<file path="src/rtl/tron_key_decoder_pkg.sv">
// Shared types for the Tron keyboard front end.
// Directions, scancodes and the prefix-state encoding.
package tron_types;

  typedef enum logic [1:0] {
    DIR_UP    = 2'd0,
    DIR_RIGHT = 2'd1,
    DIR_DOWN  = 2'd2,
    DIR_LEFT  = 2'd3
  } dir_t;

  typedef enum logic [1:0] {
    ST_IDLE,
    ST_EXT,
    ST_BRK,
    ST_EXT_BRK
  } pfx_state_t;

  localparam logic [7:0] KEY_W     = 8'h1D;
  localparam logic [7:0] KEY_S     = 8'h1B;
  localparam logic [7:0] KEY_A     = 8'h1C;
  localparam logic [7:0] KEY_D     = 8'h23;
  localparam logic [7:0] KEY_SPACE = 8'h29;
  localparam logic [7:0] KEY_UP    = 8'h75;
  localparam logic [7:0] KEY_DOWN  = 8'h72;
  localparam logic [7:0] KEY_LEFT  = 8'h6B;
  localparam logic [7:0] KEY_RIGHT = 8'h74;
  localparam logic [7:0] PFX_EXT   = 8'hE0;
  localparam logic [7:0] PFX_BRK   = 8'hF0;

  function automatic dir_t opposite(input dir_t d);
    dir_t o;
    unique case (d)
      DIR_UP:    o = DIR_DOWN;
      DIR_DOWN:  o = DIR_UP;
      DIR_LEFT:  o = DIR_RIGHT;
      default:   o = DIR_LEFT;
    endcase
    return o;
  endfunction

endpackage

</file>
<file path="src/rtl/tron_key_decoder_turn_queue.sv">
// Per-player turn FIFO of directions.
// Exposes head and tail so the decoder can filter turns.
module turn_queue
  import tron_types::*;
#(
  parameter int DEPTH = 2,
  localparam int PW = (DEPTH > 1) ? $clog2(DEPTH) : 1,
  localparam int CW = $clog2(DEPTH + 1)
) (
  input  logic          clock,
  input  logic          reset_n,
  input  logic          flush,
  input  logic          push,
  input  dir_t          din,
  input  logic          pop,
  output dir_t          head,
  output dir_t          tail,
  output logic [CW-1:0] count,
  output logic          full,
  output logic          empty
);

  dir_t mem [DEPTH];

  logic [PW-1:0] rd_ptr;
  logic [PW-1:0] wr_ptr;
  logic [PW-1:0] last_ptr;
  logic          do_push;
  logic          do_pop;

  assign full     = (count == CW'(DEPTH));
  assign empty    = (count == '0);
  assign do_push  = push && !full;
  assign do_pop   = pop && !empty;
  assign last_ptr = wr_ptr - 1'b1;
  assign head     = mem[rd_ptr];
  assign tail     = mem[last_ptr];

  always_ff @(posedge clock) begin
    if (!reset_n || flush) begin
      rd_ptr <= '0;
      wr_ptr <= '0;
      count  <= '0;
    end else begin
      if (do_push)
        wr_ptr <= wr_ptr + 1'b1;
      if (do_pop)
        rd_ptr <= rd_ptr + 1'b1;
      unique case ({do_push, do_pop})
        2'b10:   count <= count + 1'b1;
        2'b01:   count <= count - 1'b1;
        default: count <= count;
      endcase
    end
  end

  // Storage needs no reset: only slots behind count are ever read.
  always_ff @(posedge clock) begin
    if (reset_n && !flush && do_push)
      mem[wr_ptr] <= din;
  end

endmodule

</file>
<file path="src/rtl/tron_key_decoder.sv">
// PS/2 scancode decoder producing per-player directions.
// Buffers turns per player and filters reversals and no-ops.
module tron_key_decoder
  import tron_types::*;
#(
  parameter int QUEUE_DEPTH = 2,
  localparam int CW = $clog2(QUEUE_DEPTH + 1)
) (
  input  logic          clock,
  input  logic          reset_n,
  input  logic          ps2_code_new,
  input  logic [7:0]    ps2_code,
  input  logic          step,
  output dir_t          dir1,
  output dir_t          dir2,
  output logic          game_reset,
  output logic [CW-1:0] q1_count,
  output logic [CW-1:0] q2_count
);

  logic [1:0] sr;
  logic       code_valid;
  pfx_state_t state;

  logic restart;
  logic turn1;
  logic turn2;
  dir_t new_dir;

  dir_t q1_head, q1_tail;
  dir_t q2_head, q2_tail;
  logic q1_full, q1_empty;
  logic q2_full, q2_empty;

  dir_t ref1, ref2;
  logic push1, push2;
  logic pop1, pop2;

  assign code_valid = (sr == 2'b01);

  always_comb begin
    restart = 1'b0;
    turn1   = 1'b0;
    turn2   = 1'b0;
    new_dir = DIR_UP;
    if (code_valid) begin
      unique case (state)
        ST_IDLE: begin
          case (ps2_code)
            KEY_W:     begin turn1 = 1'b1; new_dir = DIR_UP;    end
            KEY_S:     begin turn1 = 1'b1; new_dir = DIR_DOWN;  end
            KEY_A:     begin turn1 = 1'b1; new_dir = DIR_LEFT;  end
            KEY_D:     begin turn1 = 1'b1; new_dir = DIR_RIGHT; end
            KEY_SPACE: restart = 1'b1;
            default:   ;
          endcase
        end
        ST_EXT: begin
          case (ps2_code)
            KEY_UP:    begin turn2 = 1'b1; new_dir = DIR_UP;    end
            KEY_DOWN:  begin turn2 = 1'b1; new_dir = DIR_DOWN;  end
            KEY_LEFT:  begin turn2 = 1'b1; new_dir = DIR_LEFT;  end
            KEY_RIGHT: begin turn2 = 1'b1; new_dir = DIR_RIGHT; end
            default:   ;
          endcase
        end
        default: ;
      endcase
    end
  end

  // Compare against the last queued turn, or the live direction if none.
  assign ref1 = q1_empty ? dir1 : q1_tail;
  assign ref2 = q2_empty ? dir2 : q2_tail;

  assign push1 = turn1 && !q1_full &&
                 (new_dir != ref1) &&
                 (new_dir != opposite(ref1));
  assign push2 = turn2 && !q2_full &&
                 (new_dir != ref2) &&
                 (new_dir != opposite(ref2));

  assign pop1 = step && !restart && !q1_empty;
  assign pop2 = step && !restart && !q2_empty;

  always_ff @(posedge clock) begin
    if (!reset_n) begin
      state <= ST_IDLE;
    end else if (code_valid) begin
      unique case (1'b1)
        (ps2_code == PFX_EXT):
          state <= (state inside {ST_BRK, ST_EXT_BRK}) ?
                   ST_EXT_BRK : ST_EXT;
        (ps2_code == PFX_BRK):
          state <= (state inside {ST_EXT, ST_EXT_BRK}) ?
                   ST_EXT_BRK : ST_BRK;
        default:
          state <= ST_IDLE;
      endcase
    end
  end

  always_ff @(posedge clock) begin
    if (!reset_n) begin
      sr         <= 2'b00;
      dir1       <= DIR_RIGHT;
      dir2       <= DIR_LEFT;
      game_reset <= 1'b0;
    end else begin
      sr         <= {sr[0], ps2_code_new};
      game_reset <= restart;
      if (restart) begin
        dir1 <= DIR_RIGHT;
        dir2 <= DIR_LEFT;
      end else begin
        if (pop1)
          dir1 <= q1_head;
        if (pop2)
          dir2 <= q2_head;
      end
    end
  end

  turn_queue #(.DEPTH(QUEUE_DEPTH)) u_q1 (
    .clock   (clock),
    .reset_n (reset_n),
    .flush   (restart),
    .push    (push1),
    .din     (new_dir),
    .pop     (pop1),
    .head    (q1_head),
    .tail    (q1_tail),
    .count   (q1_count),
    .full    (q1_full),
    .empty   (q1_empty)
  );

  turn_queue #(.DEPTH(QUEUE_DEPTH)) u_q2 (
    .clock   (clock),
    .reset_n (reset_n),
    .flush   (restart),
    .push    (push2),
    .din     (new_dir),
    .pop     (pop2),
    .head    (q2_head),
    .tail    (q2_tail),
    .count   (q2_count),
    .full    (q2_full),
    .empty   (q2_empty)
  );

endmodule

</file>
<file path="config.mk">
export PLATFORM = sky130hd
export DESIGN_NAME = tron_key_decoder
export DESIGN_NICKNAME = d
export VERILOG_FILES = /design/src/rtl/tron_key_decoder_pkg.sv /design/src/rtl/tron_key_decoder_turn_queue.sv /design/src/rtl/tron_key_decoder.sv
export SDC_FILE = /design/constraint.sdc
export NUM_CORES = 1
export LEC_CHECK = 0
export CAP_MARGIN = 0
export CORE_MARGIN = 4
export CORE_UTILIZATION = 31
export DETAILED_ROUTE_END_ITERATION = 12
export MAX_ROUTING_LAYER = met4
export SLEW_MARGIN = 20
export SYNTH_ARGS = -nofsm -noshare
export SYNTH_HDL_FRONTEND = slang
export SYNTH_HIERARCHICAL = 1
export SYNTH_SLANG_ARGS = --single-unit
</file>
<file path="constraint.sdc">
create_clock -name clock -period 4.03 [get_ports clock]
set_input_delay 0.806 -clock clock [delete_from_list [all_inputs] [get_ports clock]]
set_output_delay 0.806 -clock clock [all_outputs]
set_load 0.03 [all_outputs]
</file>
==> impl_metrics.ini <==
[outcome]
status = completed

[timing]
slew_violations = 0
rsz0062_at_grt = false
clock_skew_ns = 0.00739
slew_headroom = 0.712
setup_viol = 0
tightest_slew_ns = 0.431
hold_viol = 0
timing.hold.ws_ns = 0.499
setup_tns_ns = 0
fin_crit_ns = 3.60
max_freq_mhz = 278
min_period_over_period = 0.892

[power]
seqPwrFrac = 0.595
clkPwrFrac = 0.322
combinationalPowerShare = 0.083
cellInternalPower_uw = 368
finalPower_uw = 473
power_switching_uw = 104
p_leak_nw = 0.582
power.density_mw_per_mm2 = 271
irDropWorstVdd_mv = 0.139
swShare = 0.220

[global_routing]
grt_overflow = 0
grt_max_degree = 16
grt_antenna_before_repair = 0
grt_pass1_wl_um = 5060
globalRouteTotalUtil = 0.107
grt_pass1_vias = 1108

[clock_network]
postCtsSetupRepairBufs = 0
cts_buffers = 3
cts_tree = built
htree_levels = 1
clkTransAtPathRegs_ns = 0.09
clock-root-buffer = clkbuf_8
clockBufferDepth = 2
cts_resized = 0
clk_latency_ns = 0.27
clock_sinks = 27
cts_hold_buffers = 0

[detailed_routing]
drt_wl_total_um = 2890
vias = 1109
ant_nets = 0
wl_per_cell_um = 13.2
drc_errors = 0
top_layer = met4
wl_met2_um = 1450
drt-met1-wl_um = 1300
vias_per_cell = 5.06
dr_wl_met3_um = 104
first_pass_iters = 4
drt-initial-drc-count = 31

[layout]
fin_area_mm2 = 0.00174
num_antenna_cells = 0
multi_input_area_um2 = 792
syn2layout_area_growth_pct = 21.4
layout-drive-gt1-share = 0.108
seq_area_um2 = 621
num-nets-final = 182
fill_cells = 429

[run]
drv_cap = 0

[worst_setup_path]
path_max_fanout = 8
max_stage_delay_ns = 0.56
worst_path_dominant_cell_family = compound AO/OA/AOI/OAI gates
crit_chain = clkdlybuf4s50_1 -> nor3b_1 -> a22oi_1 -> a2bb2oi_2 -> o21a_1 -> a2111oi_2 -> nand2_1 -> ha_1 -> or3_1 -> a21oi_1
critPathKind = primary input to register
critPathLaunchType = primary input
r2r_cells = 7
path_buf_inv = 1
cp-startpoint = ps2_code[1]
timing.rr.start = state[1]
cp.depth = 10
worstSetupEndpointType = register
cp.arrival_ns = 3.80
crit_required_ns = 4.23
slowest_stage = clkdlybuf4s50_1

[placed_design]
port_buffers = 20
postPlaceCellArea_mm2 = 0.00170
globalplace.congestion = 0.743
post-dp-hpwl_um = 2370

[floorplan]
start_util = 0.325
die-area_mm2 = 0.00578
io_pins = 21
die_w_um = 76.0
num_rows = 24
core_mm2 = 0.00441
die_height_um = 76.0

[synthesis]
synth.net_count = 158
synth_warnings = 6
synth_area_mm2 = 0.00144
syn-instance-count = 144
syn_avg_cell_area_um2 = 9.97

[worst_hold_path]
hold_class = register to register
min_from = dir2[1]
holdPathStages = 2
[stage by stage]
step / util / worst slack, ns / cells
after global routing: 0.395 / 0.298 / 219
final: 0.395 / 0.434 / 219
after detailed placement: 0.384 / 0.151 / 215
after global placement: 0.384 / 0.323 / 215
after floorplan: - / 0.907 / 144
after CTS: 0.395 / 0.433 / 219
[cells in the final DEF, fill, tap and decap left out, types with 3 or more instances in the layout]
cell             instances
clkdlybuf4s50_1         20
dfxtp_1                 19
nor2_1                  14
nand2_1                 10
nor2b_1                  8
edfxtp_1                 8
mux2_2                   7
o21ai_0                  6
mux2i_1                  6
nor3_1                   6
nand2b_1                 5
a21oi_1                  5
inv_1                    5
or3_1                    4
xnor2_1                  4
and3b_1                  3
o21a_1                   3
and2_1                   3
nand3_1                  3
clkbuf_8                 3
[worst register-to-register path, cell delays in order, from the launching register on]
cell,delay [ns]
dfxtp_1,0.34
or3b_1,0.47
or3_1,0.39
a2111oi_2,0.47
nand2_1,0.17
ha_1,0.35
or3_1,0.35
a21oi_1,0.15
[final cells by class]
| type | instances | share of cell area |
|---|---|---|
| clock inverters | 1 | 0.00287 |
| flip-flops and latches | 27 | 0.356 |
| inverters | 5 | 0.0108 |
| well taps | 52 | 0.0373 |
| clock buffers | 3 | 0.0237 |
| repair buffers | 20 | 0.115 |
| multi-input cells | 111 | 0.454 |
[power groups by stage]
stage	Clock [mW]	Sequential, mW	Combinational [mW]
final	0.152	0.281	0.0392
after global routing	0.170	0.281	0.0430
after CTS	0.159	0.281	0.0394
after detailed placement	0	0.287	0.0393
after global placement	0	0.287	0.0381
after floorplan	0	0.287	0.0194
[per-layer routing]
layer,global-route usage,vias to the layer above
li1,-,565
met1,0.129,521
met2,0.176,18
met3,0.0248,5
met4,0.0320,0
met5,-,-
[sequential cells by signal (all words and copies together), names as in the netlist, named ones only]
signal       count
game_reset       1
u_q2/wr_ptr      1
dir1             2
state            2
u_q2/count       2
u_q1/count       2
u_q2/mem         4
u_q1/mem         4
u_q1/rd_ptr      1
u_q1/wr_ptr      1
dir2             2
u_q2/rd_ptr      1
sr               2
[final timing paths]
check | to | slack [ns]
hold reg to reg | dir2[1] | 0.50
setup reg to reg | u_q2/count[1] | 1.26
setup / recovery | u_q2/count[1] | 0.43
hold / removal | dir2[1] | 0.50
Note: power is estimated with default switching activity, not from simulation.
